<file path="config.mk">
export PLATFORM = sky130hd
export DESIGN_NAME = shift_sub_divider
export DESIGN_NICKNAME = d
export VERILOG_FILES = /design/src/rtl/divider_pkg.sv /design/src/rtl/divider_controller.sv /design/src/rtl/shift_sub_divider.sv
export SDC_FILE = /design/constraint.sdc
export NUM_CORES = 1
export LEC_CHECK = 0
export ABC_AREA = 1
export CAP_MARGIN = 0
export CORE_MARGIN = 10
export CORE_UTILIZATION = 62
export DETAILED_ROUTE_END_ITERATION = 7
export DONT_BUFFER_PORTS = 1
export PLACE_DENSITY = 0.78
export SYNTH_ARGS = -nofsm -noshare
export SYNTH_HDL_FRONTEND = slang
export SYNTH_SLANG_ARGS = --single-unit
export TNS_END_PERCENT = 20
</file>
<file path="constraint.sdc">
create_clock -name clk -period 2 [get_ports clk]
set_input_delay 0.1 -clock clk [delete_from_list [all_inputs] [get_ports clk]]
set_output_delay 0.1 -clock clk [all_outputs]
set_load 0.02 [all_outputs]
</file>
<file path="src/rtl/divider_pkg.sv">
// rtl/divider_pkg.sv - state type and width constants shared by the shift-subtract divider
package divider_pkg;
  localparam int DIVIDEND_W = 8;
  localparam int DIVISOR_W  = 4;
  localparam int ITER_N     = 8;
  localparam int CNT_W      = 4;

  typedef enum logic [1:0] {
    IDLE = 2'd0,
    LOAD = 2'd1,
    ITER = 2'd2,
    DONE = 2'd3
  } state_t;
endpackage

</file>
<file path="src/rtl/divider_controller.sv">
// rtl/divider_controller.sv - divider FSM and iteration counter
// DIVIDER_ZERO_DETECT_EN: a zero divisor skips straight from LOAD to DONE.
module divider_controller
  import divider_pkg::*;
(
  input  logic clk,
  input  logic rst,
  input  logic start,
  input  logic zero_div,
  output logic ld_ops,
  output logic init,
  output logic step,
  output logic ld_out,
  output logic busy,
  output logic done
);

  state_t             r_state;
  logic [CNT_W-1:0]   r_cnt;
  logic               r_done;
  logic               w_last;
  logic               w_zero_exit;

`ifdef DIVIDER_ZERO_DETECT_EN
  assign w_zero_exit = zero_div;
`else
  logic w_unused_zero_div;
  assign w_unused_zero_div = zero_div;
  assign w_zero_exit       = 1'b0;
`endif

  assign w_last = (r_cnt == CNT_W'(ITER_N - 1));

  always_ff @(posedge clk or negedge rst) begin
    if (!rst) begin
      r_state <= IDLE;
      r_cnt   <= '0;
      r_done  <= 1'b0;
    end else begin
      r_done <= 1'b0;
      case (r_state)
        IDLE: if (start) r_state <= LOAD;
        LOAD: begin
          r_cnt <= '0;
          if (w_zero_exit) begin
            r_state <= DONE;
            r_done  <= 1'b1;
          end else begin
            r_state <= ITER;
          end
        end
        ITER: begin
          r_cnt <= r_cnt + 1'b1;
          if (w_last) begin
            r_state <= DONE;
            r_done  <= 1'b1;
          end
        end
        DONE:    r_state <= IDLE;
        default: r_state <= IDLE;
      endcase
    end
  end

  // Results are written on the edge entering DONE so they are visible with done.
  assign ld_ops = (r_state == IDLE) && start;
  assign init   = (r_state == LOAD);
  assign step   = (r_state == ITER);
  assign ld_out = (step && w_last) || (init && w_zero_exit);
  assign busy   = (r_state != IDLE);
  assign done   = r_done;

endmodule

</file>
<file path="src/rtl/shift_sub_divider.sv">
// rtl/shift_sub_divider.sv - 8-bit by 4-bit restoring divider, one quotient bit per clock
// DIVIDER_ZERO_DETECT_EN: enables early exit and the div_by_zero flag.
module shift_sub_divider
  import divider_pkg::*;
(
  input  logic                  clk,
  input  logic                  rst,
  input  logic                  start,
  input  logic [DIVIDEND_W-1:0] dividend,
  input  logic [DIVISOR_W-1:0]  divisor,
  output logic [DIVIDEND_W-1:0] quotient,
  output logic [DIVISOR_W-1:0]  remainder,
  output logic                  busy,
  output logic                  done,
  output logic                  div_by_zero
);

  logic [DIVIDEND_W-1:0] r_dvd;
  logic [DIVISOR_W-1:0]  r_dvs;
  logic [DIVISOR_W:0]    r_rem;
  logic [DIVIDEND_W-1:0] r_q;
  logic [DIVIDEND_W-1:0] r_quot;
  logic [DIVISOR_W-1:0]  r_remd;

  logic                  w_ld_ops, w_init, w_step, w_ld_out, w_zero_div;
  logic [DIVISOR_W:0]    w_r_shift, w_r_next;
  logic [DIVIDEND_W-1:0] w_q_next;
  logic                  w_ge;
  logic                  w_unused_rem_msb;

  divider_controller u_ctrl (
    .clk      (clk),
    .rst      (rst),
    .start    (start),
    .zero_div (w_zero_div),
    .ld_ops   (w_ld_ops),
    .init     (w_init),
    .step     (w_step),
    .ld_out   (w_ld_out),
    .busy     (busy),
    .done     (done)
  );

  assign w_zero_div = (r_dvs == '0);

  // R[4] only matters for the compare; it is shifted out before the next step.
  assign w_r_shift        = {r_rem[DIVISOR_W-1:0], r_q[DIVIDEND_W-1]};
  assign w_ge             = (w_r_shift >= {1'b0, r_dvs});
  assign w_r_next         = w_ge ? (w_r_shift - {1'b0, r_dvs}) : w_r_shift;
  assign w_q_next         = {r_q[DIVIDEND_W-2:0], w_ge};
  assign w_unused_rem_msb = r_rem[DIVISOR_W];

  always_ff @(posedge clk or negedge rst) begin
    if (!rst) begin
      r_dvd  <= '0;
      r_dvs  <= '0;
      r_rem  <= '0;
      r_q    <= '0;
      r_quot <= '0;
      r_remd <= '0;
    end else begin
      if (w_ld_ops) begin
        r_dvd <= dividend;
        r_dvs <= divisor;
      end
      if (w_init) begin
        r_rem <= '0;
        r_q   <= r_dvd;
      end else if (w_step) begin
        r_rem <= w_r_next;
        r_q   <= w_q_next;
      end
      if (w_ld_out) begin
        if (w_init) begin
          r_quot <= '1;
          r_remd <= r_dvd[DIVISOR_W-1:0];
        end else begin
          r_quot <= w_q_next;
          r_remd <= w_r_next[DIVISOR_W-1:0];
        end
      end
    end
  end

`ifdef DIVIDER_ZERO_DETECT_EN
  logic r_dbz;
  always_ff @(posedge clk or negedge rst) begin
    if (!rst) begin
      r_dbz <= 1'b0;
    end else if (w_ld_out) begin
      r_dbz <= w_init;
    end
  end
  assign div_by_zero = r_dbz;
`else
  assign div_by_zero = 1'b0;
`endif

  assign quotient  = r_quot;
  assign remainder = r_remd;

endmodule
</file>
Yosys cells after proc, flatten, opt, wreduce, memory -nomap -nowiden

Index checks and enable logic that the tools add are counted.

Register bits after elaboration: 43
Input port bits: 15

Add/subtract/negate cells: 2
Magnitude comparators: 1
Equality and inequality tests: 6
Multiplexer cells: 13
Reduce and logical (&&, ||, !) cells: 6

Operator list:

| operator              | number |
|---|---|
| $mux W8               | 3 |
| $mux W4               | 4 |
| $pmux W2 S4           | 1 |
| $pmux W4 S2           | 1 |
| $ge A5 B4 Y1          | 1 |
| $add A4 B1 Y4 const B | 1 |
| $eq A2 B2 Y1 const B  | 2 |
| $eq A4 B3 Y1 const B  | 1 |
| $mux W2               | 2 |
| $ne A2 B2 Y1 const B  | 2 |
| $reduce_bool A2 Y1    | 2 |
| $sub A4 B4 Y4         | 1 |
| $eq A2 B1 Y1 const B  | 1 |
| $logic_and A1 B1 Y1   | 2 |
| $logic_not A2 Y1      | 1 |
| $mux W1               | 2 |
| $reduce_and A2 Y1     | 1 |

Longest topological paths before layout

Gate-level depths: netlist of run 1.

Depth after elaboration: 4
Gate-level depth with buffers: 11

By module

Synthesis of run 1 repeated with hierarchy kept, for this count alone.

Cell total of the unflattened synthesis: 230
Area total of the unflattened synthesis: 2,172.1 um2

By module, submodules not included:

| module             | times used | cells each | area an instance (um2) | sequential area each (um2) |
|---|---|---|---|---|
| shift_sub_divider  | 1          | 180        | 1,767.9                | 900.9 |
| divider_controller | 1          | 50         | 404.1                  | 175.2 |

Worst setup path after synthesis of run 1

Ideal clock, no wire load.

Path kind: register -> register
Start point: reg r_q[7]
End point: reg r_remd[2] (netlist: remainder[2])
Data arrival time: 1.340 ns
Data required time: 1.887 ns
Path slack: 0.547 ns
Stages on the path, launching flop included: 10
Buffers on the path: 0
Clock period less this slack: 1.453 ns
Cell sequence: dfrtp_1 > inv_1 > ha_1 > inv_1 > fa_1 > xor2_1 > nand3_2 > nand3_1 > nand2_1 > inv_1

Longest elaborated chain between the ends: 3

Ends and longest elaborated chain:

| element                                       | RTL line                                         | text |
|---|---|---|
| from (decl)                                   | shift_sub_divider.sv:21                          | `logic [DIVIDEND_W-1:0] r_q;` |
| from (signal assigned)                        | shift_sub_divider.sv:68                          | `r_q <= r_dvd;` |
| from (signal assigned)                        | shift_sub_divider.sv:71                          | `r_q <= w_q_next;` |
| $sub A4 B4 Y4 or $ge A5 B4 Y1 (tied branches) | shift_sub_divider.sv:49, shift_sub_divider.sv:48 |  |
| $mux W4 (*)                                   | shift_sub_divider.sv:49                          | `assign w_r_next = w_ge ? (w_r_shift - {1'b0, r_dvs}) : w_r_shift;` |
| $mux W4 (*)                                   | shift_sub_divider.sv:74                          | `if (w_init) begin` |
| to (signal assigned)                          | shift_sub_divider.sv:76                          | `r_remd <= r_dvd[DIVISOR_W-1:0];` |
| to (signal assigned)                          | shift_sub_divider.sv:79                          | `r_remd <= w_r_next[DIVISOR_W-1:0];` |
| to (decl)                                     | shift_sub_divider.sv:23                          | `logic [DIVISOR_W-1:0] r_remd;` |

Mark *: on every way between the ends. The rest lies on a longest branch, timed or not.
A chain may end at the register's enable or synchronous reset.

Worst setup path in the final report of run 1

Start point: reg u_ctrl.r_state[0]
End point: reg r_dvd[6]

Longest elaborated chain between the ends: 2

Ends and longest elaborated chain:

| element                | RTL line                 | text |
|---|---|---|
| from (decl)            | divider_controller.sv:18 | `state_t r_state;` |
| from (signal assigned) | divider_controller.sv:36 | `r_state <= IDLE;` |
| from (signal assigned) | divider_controller.sv:42 | `IDLE: if (start) r_state <= LOAD;` |
| from (signal assigned) | divider_controller.sv:46 | `r_state <= DONE;` |
| $logic_not A2 Y1       | divider_controller.sv:66 | `assign ld_ops = (r_state == IDLE) && start;` |
| $logic_and A1 B1 Y1    | divider_controller.sv:66 |  |
| to (signal assigned)   | shift_sub_divider.sv:63  | `r_dvd <= dividend;` |
| to (decl)              | shift_sub_divider.sv:18  | `logic [DIVIDEND_W-1:0] r_dvd;` |

No other way between the ends.

==> flow_summary.ini, run 1 <==
[outcome]
outcome = finished, final reports clean

[floorplanning]
dieArea_um2 = 6180
initial_core_util_pct = 63.8
design.core.area_um2 = 3340
fp.dieW_um = 78.6
die_h_um = 78.6
pin_count = 30
placementRows = 21

[cts]
clockRootBuffer = clkbuf_4
cts_max_path_buffers = 2
cts-htree-levels = 2
post-cts-setup-buffer-count = 0
clock_latency_ns = 0.36
cts_tree = yes
path_clk_slew_ns = 0.11
cts_hold_buf = 14
cts_resized = 0
cts-buffers-inserted = 5
clkSinkCount = 43

[setup_path]
path_class = reg2reg
slowest_delay_ns = 0.47
critical-path-top-delay-family = simple AND/OR/NAND/NOR gates
worstPathCellList = inv_1 -> ha_1 -> nand2_1 -> mux2_2
cp_max_fo = 15
critPathSlowestCell = nand2_1
critPathLaunchType = flop
end_kind = flop
required_ns = 2.25
arrival_ns = 1.91
critPathBufInv = 1

[pwr]
p_leak_nw = 1.22
p_int_mw = 1.97
peakVddDrop_mv = 0.861
swShare_pct = 44.5
clock_power_share_pct = 11.6
power_frac_comb_pct = 49.9
p_sw_mw = 1.58
powerDensity_nw_per_um2 = 1500
total_power_mw = 3.54
p_seq_share_pct = 38.5

[synthesis]
synth-seq-area-share_pct = 50.6
yosys.area.top_type_share_pct = 50.6
ys.warnings.count = 0
synth_edf_count = 0
syn_inst = 227
yosysTopAreaCell = dfrtp_1
ys_types = 32
synthFlopType = dfrtp_1
synth_seq_cells = 43
netlist_area_um2 = 2130
synth_area_per_cell_um2 = 9.38
synthTopCellsByArea = dfrtp_1 (51%), nand2_1 (9.0%), ha_1 (5.3%)
syn_nets = 252
async_flop_share_pct = 100

[timing]
hold_viol = 0
relSlewSlack_pct = 58.4
setup_ws_ns = 0.338
finClkSkew_ns = 0.0146
rsz0062_at_grt = no
fmax_mhz = 602
worst_slew_pin_slew_ns = 0.622
fin_crit_ns = 1.66
slew_violations = 0
setup_violations = 0
finalCritPeriodShare_pct = 83.1
setup_tns_ns = 0

[route]
final_antenna_net_count = 0
wirelength_um = 4110
drc_errors = 0
vias = 1557
viasPerCell = 5.39
routedWlPerCell_um = 14.2
drtPass1Iterations = 4
drtIter0Drc = 115

[grt]
grt_pass1_wl_um = 7180
grt_use_total_pct = 14.5
grt_pass1_vias = 1537
antenna_found_initial = 0
grt_start_max_net_pins = 44
grt.overflow.total = 0

[finish]
fin_nets = 267
nFillCells = 258
syn_to_final_growth_pct = 10.8
antenna_cells = 0
drive_gt1_share_pct = 14.8
final_util_pct = 70.6

[min_path]
hold_path_class = in2reg

[placement]
gp_congestion = 0.821
io_buffers = 0
post-place-ws_ns = 0.336
dp_hpwl_um = 2960

[run]
cap_violations = 0
## flip-flops by register name (all words and copies together) (netlist names)
name / flops
r_rem: 4
r_dvs: 4
u_ctrl.r_cnt: 4
r_dvd: 8
quotient: 8
u_ctrl.done: 1
remainder: 4
r_q: 8
u_ctrl.r_state: 2
## placed cells by master, fill, tap and decap left out, drive strengths merged, types with 3 or more instances in the layout
master / count
nand3: 10
dlygate4sd3: 13
nor2: 18
inv: 26
nand2: 54
or2: 4
o21ai: 16
buf: 3
o211ai: 3
clkbuf: 6
ha: 9
nor3: 4
mux2: 9
nand4: 5
a21oi: 11
dfrtp: 43
## worst reg2reg max path, cell delays in order, from the launching register on
cell and delay, ns:
dfrtp_1 0.39, inv_1 0.09, ha_1 0.21, nand2_1 0.47, mux2_2 0.41
## metrics by stage
| stage | std cells | hold WS [ns] | cell area, µm² |
|---|---|---|---|
| 3_3_place_gp | 267 | -0.194 | 2150 |
| 5_1_grt | 289 | 0.0620 | 2360 |
| 2_1_floorplan | 227 | -0.196 | 2130 |
| 3_5_place_dp | 267 | -0.194 | 2150 |
| 6_report | 289 | 0.0257 | 2360 |
| 4_1_cts | 289 | 0.0169 | 2360 |
## metal layers
| metal | vias to the layer above | routed length [µm] | GRT usage, % |
|---|---|---|---|
| li1 | 761 | - | - |
| met1 | 745 | 1810 | 17.2 |
| met2 | 39 | 1940 | 22.8 |
| met3 | 12 | 263 | 4.67 |
| met4 | 0 | 99 | 7.71 |
| met5 | - | 0 | 0 |
## power groups by stage
| stage | combinational (mW) | clock, mW | sequential [mW] |
|---|---|---|---|
| 3_5_place_dp | 1.73 | 0 | 1.38 |
| 2_1_floorplan | 1.44 | 0 | 1.34 |
| 5_1_grt | 2.06 | 0.452 | 1.40 |
| 4_1_cts | 1.78 | 0.425 | 1.37 |
| 6_report | 1.77 | 0.410 | 1.37 |
| 3_3_place_gp | 1.69 | 0 | 1.38 |
## cells in the mapped netlist, drive strengths merged, types with 2 or more instances
master  count
a21oi      11
or2         4
nand2      54
mux2        9
inv        26
buf         8
nor2       18
ha          9
o21ai      16
nand3      10
o31ai       2
nand4       5
o211ai      3
nor3        4
dfrtp      43
## path summary, 6_finish.rpt
kind                                         from           endpoint  slack (ns)  cells after the start
worst max register to register  u_ctrl.r_state[0]           r_dvd[6]        0.34                      4
min in group asynchronous                     rst        quotient[2]        0.18                      2
max in group asynchronous                     rst        quotient[5]        1.61                      2
worst min-delay path                        start  u_ctrl.r_state[1]        0.03                      3
worst max-delay path            u_ctrl.r_state[0]           r_dvd[6]        0.34                      4
worst min register to register    u_ctrl.r_cnt[0]    u_ctrl.r_cnt[0]        0.50                      1
## layout make-up
class | count | area [µm²] | area share [%]
repair buffers | 16 | 165 | 7.01
clock inverters | 2 | 12.5 | 0.531
inverters | 26 | 100 | 4.25
flip-flops and latches | 43 | 1080 | 45.6
well taps | 46 | 57.6 | 2.44
multi-input cells | 150 | 905 | 38.4
clock buffers | 6 | 41.3 | 1.75
## cell families (layout without fill, tap and decap cells)
family | Yosys count | count (layout) | share of synthesized area [%]
and+or+nand+nor | 95 | 95 | 21.9
DFF | 43 | 43 | 50.6
buffers and inverters | 34 | 50 | 6.94
AOI/OAI and AO/OA | 33 | 33 | 8.58
adders and majority gates | 10 | 10 | 6.23
muxes | 9 | 9 | 4.76
xor gates and xnor gates | 2 | 2 | 0.823
other | 1 | 1 | 0.176
Power figures use the tool's default switching activity.
==> inputs of run 2 (changes only) <==
--- a/config.mk
+++ b/config.mk
@@ -8,10 +8,10 @@
 export ABC_AREA = 1
 export CAP_MARGIN = 0
 export CORE_MARGIN = 10
-export CORE_UTILIZATION = 62
+export CORE_UTILIZATION = 56
 export DETAILED_ROUTE_END_ITERATION = 7
 export DONT_BUFFER_PORTS = 1
-export PLACE_DENSITY = 0.78
+export PLACE_DENSITY = 0.74
 export SYNTH_ARGS = -nofsm -noshare
 export SYNTH_HDL_FRONTEND = slang
 export SYNTH_SLANG_ARGS = --single-unit
==> constraint.sdc (replaced) <==
create_clock -name clk -period 1.4 [get_ports clk]
set_input_delay 0.07 -clock clk [delete_from_list [all_inputs] [get_ports clk]]
set_output_delay 0.07 -clock clk [all_outputs]
set_load 0.02 [all_outputs]
==> run 2 against run 1 <==
Effect of this change: the flow now finishes with violations (setup timing); non-clock buffer count rose by 23; clock power rose by 92%; total power rose by 80%; flip-flop and latch count did not move; global-route usage rose by 0.54 points; sequential power rose by 45%; die area rose by 7.9%.
==> flow_summary.ini, run 2 (same netlist as run 1, synthesis figures left out) <==
[outcome]
outcome = complete, but fails checks
violations = setup timing

[route]
drtIter0Drc = 126
wirelength_um = 4590
routedWlPerCell_um = 14.7
final_antenna_net_count = 0
viasPerCell = 5.18
vias = 1621
drc_errors = 0
drtPass1Iterations = 4

[timing]
finClkSkew_ns = 0.00578
slew_violations = 0
hold_ws_ns = 0.0789
fin_crit_ns = 1.49
setup_violations = 9
setup_ws_ns = -0.0933
fmax_mhz = 670
hold_viol = 0
rsz0062_at_grt = yes
finalCritPeriodShare_pct = 107

[grt]
grt.overflow.total = 0
grt_start_max_net_pins = 44
grt_pass1_vias = 1711
antenna_found_initial = 0
grt_use_total_pct = 15.0
grt_pass1_wl_um = 7760

[cts]
cts-htree-levels = 2
cts_tree = yes
cts_max_path_buffers = 2
clock_latency_ns = 0.30
clockRootBuffer = clkbuf_8
cts-buffers-inserted = 5
clkSinkCount = 43
path_clk_slew_ns = 0.07

[pwr]
swShare_pct = 41.2
p_int_mw = 3.75
power_frac_comb_pct = 56.5
clock_power_share_pct = 12.3
p_sw_mw = 2.63
p_seq_share_pct = 31.1
peakVddDrop_mv = 1.46
powerDensity_nw_per_um2 = 2360
p_leak_nw = 1.35

[setup_path]
critPathSlowestCell = dfrtp_1
worstPathCellList = ha_4 -> nand2_2 -> nor2_2 -> nor2_4 -> nand4_1 -> nand3_1 -> nand2_1 -> inv_1
path_class = reg2reg
slowest_delay_ns = 0.42
required_ns = 1.60
arrival_ns = 1.69
critPathLaunchType = flop
cp_max_fo = 5
end_kind = flop

[finish]
antenna_cells = 0
final_common_cell = nand2_1
stdcell_area_um2 = 2710
nFillCells = 241
syn_to_final_growth_pct = 27.1
final_cell_mix = nand2_1 (47), dfrtp_1 (43), buf_4 (24), nor2_1 (15), inv_1 (14)
fin_nets = 290
drive_gt1_share_pct = 32.1

[placement]
placed_cell_area_um2 = 2340
post-place-ws_ns = -0.131
dp_hpwl_um = 3340
io_buffers = 0
gp_congestion = 0.846

[floorplanning]
placementRows = 22
design.core.area_um2 = 3660
pin_count = 30
die_h_um = 81.7
fp.dieW_um = 81.7
initial_core_util_pct = 58.1
dieArea_um2 = 6670

[min_path]
hold_path_class = in2reg

[run]
cap_violations = 0
run 2: cell count changes in the layout (fill, tap and decap cells not counted), moves of 2 or more:
cell | before | now
buf_4 | 2 | 24
clkbuf_4 | 5 | 0
clkbuf_8 | 0 | 6
ha_1 | 9 | 2
ha_2 | 0 | 2
ha_4 | 0 | 5
inv_1 | 22 | 14
inv_2 | 3 | 10
nand2_1 | 51 | 47
nand2_2 | 0 | 3
nand3_1 | 7 | 4
nand3_2 | 3 | 6
o21ai_0 | 11 | 9
run 2: worst paths after layout:
kind                                      to  startpoint  slack (ns)  depth (start not counted)
max                             remainder[0]    r_rem[1]       -0.09                          8
min                        u_ctrl.r_state[1]       start        0.08                          3
max reg2reg                     remainder[0]    r_rem[1]       -0.09                          8
min reg2reg                           r_q[2]      r_q[2]        0.49                          2
max in group asynchronous           r_dvs[2]         rst        0.97                          2
min in group asynchronous        quotient[6]         rst        0.23                          2
run 2: what timing repair did:
action | 4_1_cts | 5_1_grt
hold buffers | 14 | 0
gates resized for setup | 10 | 19
pin swaps | 5 | 12
buffers inserted | 2 | 1
cloned | 0 | 0
hold endpoints to repair | 55 | 0
endpoints found under the setup margin | 20 | 39
run 2: worst max-delay path: cells and delay by family, from the launching register on:
kind / cells / cell delay [ns]
and+or+nand+nor: 6 / 0.60
adders and majority gates: 1 / 0.32
buffers and inverters: 1 / 0.03
DFF: 1 / 0.42
run 2: layout make-up:
cell class              count  area [µm²]  share of cell area (%)
inverters                  26         103                    3.79
clock inverters             1        5.00                   0.185
clock buffers               6        82.6                    3.05
multi-input cells         150        1030                    38.0
well taps                  48        60.1                    2.22
flip-flops and latches     43        1080                    39.8
repair buffers             39         350                    13.0
run 2: power groups by stage:
stage               clock, mW  sequential [mW]  combinational [mW]
finish                  0.786             1.99                3.61
global route            0.862             2.03                4.07
CTS                     0.804             1.96                3.35
detailed placement          0             1.98                3.11
global placement            0             1.96                3.00
floorplan                   0             1.91                2.10
run 2: layer usage:
| metal | GRT usage [%] | wire length, µm | up-vias |
|---|---|---|---|
| li1 | - | - | 805 |
| met4 | 6.63 | 72 | 0 |
| met2 | 24.2 | 2160 | 46 |
| met1 | 18.0 | 1990 | 763 |
| met5 | 0 | 0 | - |
| met3 | 4.69 | 367 | 7 |
run 2: per-stage QoR:
step / power (mW) / TNS, ns / cells / utilization (%)
2_1_floorplan: 4.02 / -0.0241 / 227 / -
3_3_place_gp: 4.96 / -0.512 / 289 / 63.8
3_5_place_dp: 5.09 / -0.824 / 289 / 63.8
4_1_cts: 6.11 / -0.827 / 312 / 71.6
5_1_grt: 6.97 / -1.92 / 313 / 73.9
6_report: 6.38 / -0.641 / 313 / 73.9
==> inputs of run 3 (changes only) <==
--- a/config.mk
+++ b/config.mk
@@ -5,7 +5,6 @@
 export SDC_FILE = /design/constraint.sdc
 export NUM_CORES = 1
 export LEC_CHECK = 0
-export ABC_AREA = 1
 export CAP_MARGIN = 0
 export CORE_MARGIN = 10
 export CORE_UTILIZATION = 56
==> run 3 against run 2 <==
Effect of this change: the flow still finishes with violations (setup timing); cell count shrank 5.8%; die area fell by 2.4%; sequential power hardly changed; register-to-register slack got worse by 0.11 ns; sequential share of layout area decreased by 1.6 points; worst hold slack improved by 0.013 ns; clock power increased by 18%; routed wire length rose by 13%; critical endpoint is now remainder[2]; largest power group unchanged; highest routed layer unchanged.
==> flow_summary.ini, run 3 <==
[timing]
finalCritPeriodShare_pct = 114
hold_viol = 0
setup_ws_ns = -0.199
rsz0062_at_grt = yes
setup_tns_ns = -1.74
setup_violations = 18
finClkSkew_ns = 0.00759
fmax_mhz = 625
slew_violations = 0
fin_crit_ns = 1.60

[finish]
drive_gt1_share_pct = 41.0
syn_to_final_growth_pct = 36.9
fin_nets = 274
final_cell_mix = dfrtp_1 (42), buf_4 (32), nand2_1 (18), nor2_1 (15)
regArea_um2 = 1080
multi_input_area_um2 = 1080
nFillCells = 189
antenna_cells = 0
final_util_pct = 81.9
final_common_cell = dfrtp_1
stdcell_area_um2 = 2820

[synthesis]
yosys.area.top_type_share_pct = 52.2
synthTopCellsByArea = dfrtp_1 (52%), mux2_2 (7.1%), ha_1 (5.5%)
synth_mux_area_share_pct = 10.5
synth_xor_area_share_pct = 0.425
synth_edf_count = 0
yosysMostFrequentCell = dfrtp_1
syn_inst = 203
synth_fa_ha_area_share_pct = 6.44
synth_top_family_by_area = simple AND/OR/NAND/NOR gates
synth_area_per_cell_um2 = 10.1
synth_common_cells = dfrtp_1 (43), nand2_1 (26), nor2_1 (20)
synthFlopType = dfrtp_1
syn_nets = 228
ys_types = 37
synth_seq_cells = 43
synth_compound_area_share_pct = 12.2
netlist_area_um2 = 2060
yosysTopAreaCell = dfrtp_1
synthSimpleGateAreaFrac_pct = 12.2
async_flop_share_pct = 100
ys.warnings.count = 0
synth-seq-area-share_pct = 52.2

[route]
viasPerCell = 5.55
vias = 1637
routedWlPerCell_um = 17.5
wirelength_um = 5160
drc_errors = 0
drtPass1Iterations = 4
drtIter0Drc = 152
final_antenna_net_count = 0

[min_path]
hold_depth = 2
hold_path_class = in2reg

[setup_path]
critPathLaunchType = flop
worstPathCellList = ha_4 -> nand2b_4 -> a21oi_4 -> or2_4 -> nor2_4 -> o41ai_2
critPathSlowestCell = dfrtp_2
required_ns = 1.60
cp.depth = 6
critPathBufInv = 0
arrival_ns = 1.80
cp_max_fo = 3
critical-path-top-delay-family = compound AO/OA/AOI/OAI gates
slowest_delay_ns = 0.43
ff2ff_path_depth = 6
end_kind = flop
path_class = reg2reg

[placement]
dp_hpwl_um = 3380
io_buffers = 0
gp_congestion = 0.882
placed_cell_area_um2 = 2370

[cts]
clkSinkCount = 43
cts-htree-levels = 2
cts-buffers-inserted = 5
cts_tree = yes
path_clk_slew_ns = 0.08
clockRootBuffer = clkbuf_8
clock_latency_ns = 0.30
cts_max_path_buffers = 2

[outcome]
violations = setup timing
outcome = complete, but fails checks

[grt]
grt_pass1_vias = 1676
grt.overflow.total = 0
grt_start_max_net_pins = 44
grt_use_total_pct = 16.1
antenna_found_initial = 0
grt_pass1_wl_um = 8100

[run]
cap_violations = 0

[pwr]
peakVddDrop_mv = 1.72
p_leak_nw = 1.27
powerDensity_nw_per_um2 = 2660

[floorplanning]
design.core.area_um2 = 3440
fp.dieW_um = 80.6
die_h_um = 80.6
dieArea_um2 = 6500
placementRows = 21
initial_core_util_pct = 59.8
pin_count = 30
[run 3: final timing paths]
check | startpoint | end | slack, ns
max | r_rem[0] | remainder[2] | -0.20
min | start | u_ctrl.r_state[0] | 0.09
max reg2reg | r_rem[0] | remainder[2] | -0.20
min reg2reg | r_dvd[7] | r_dvd[7] | 0.52
max in group asynchronous | rst | r_rem[0] | 0.96
min in group asynchronous | rst | u_ctrl.r_cnt[3] | 0.23
[run 3: cell families (layout without fill, tap and decap cells)]
family	Yosys count	after routing
fa+ha+maj	10	10
other cells	1	1
flops	43	43
simple gates	59	59
buf+inv	26	72
mux	20	20
xor+xnor	1	1
compound gates	43	43
[run 3: layout make-up]
| class | instances | area share (%) |
|---|---|---|
| clock buffers | 6 | 2.57 |
| clock inverters | 1 | 1.07 |
| inverters | 16 | 2.22 |
| multi-input cells | 134 | 38.4 |
| flip-flops and latches | 43 | 38.2 |
| well taps | 46 | 2.04 |
| repair buffers | 49 | 15.5 |
[run 3: per-stage QoR]
stage                     worst slack, ns  hold slack [ns]  total power, mW  std cells
after global placement             -0.209           -0.224             5.32        269
after global routing               -0.278           0.0949             7.97        295
after detailed placement           -0.248           -0.224             5.52        269
final                              -0.199           0.0923             7.51        295
after floorplan                    -0.149           -0.226             4.28        203
after CTS                          -0.207           0.0921             6.87        294
[run 3: worst register-to-register path, cell delays in order, from the launching register on]
cell and delay [ns]:
dfrtp_2 0.43, ha_4 0.30, nand2b_4 0.07, a21oi_4 0.21, or2_4 0.20, nor2_4 0.05, o41ai_2 0.26
[run 3: metal layers]
metal	track usage (%)	wire, µm
met3	4.68	376
met5	0	0
met1	18.5	2070
met4	6.16	115
met2	27.3	2600
[run 3: repair_timing]
item | in CTS | in global routing
buffers inserted | 4 | 1
setup endpoints to repair | 19 | 38
resized for setup | 15 | 29
hold buffers | 14 | 0
hold endpoints to repair | 55 | 0
pin swaps | 5 | 11
[run 3: power by group]
part           internal, mW  switching [mW]
clock network         0.523           0.405
logic                  2.24            2.33
registers              1.68           0.324
total                  4.45            3.06
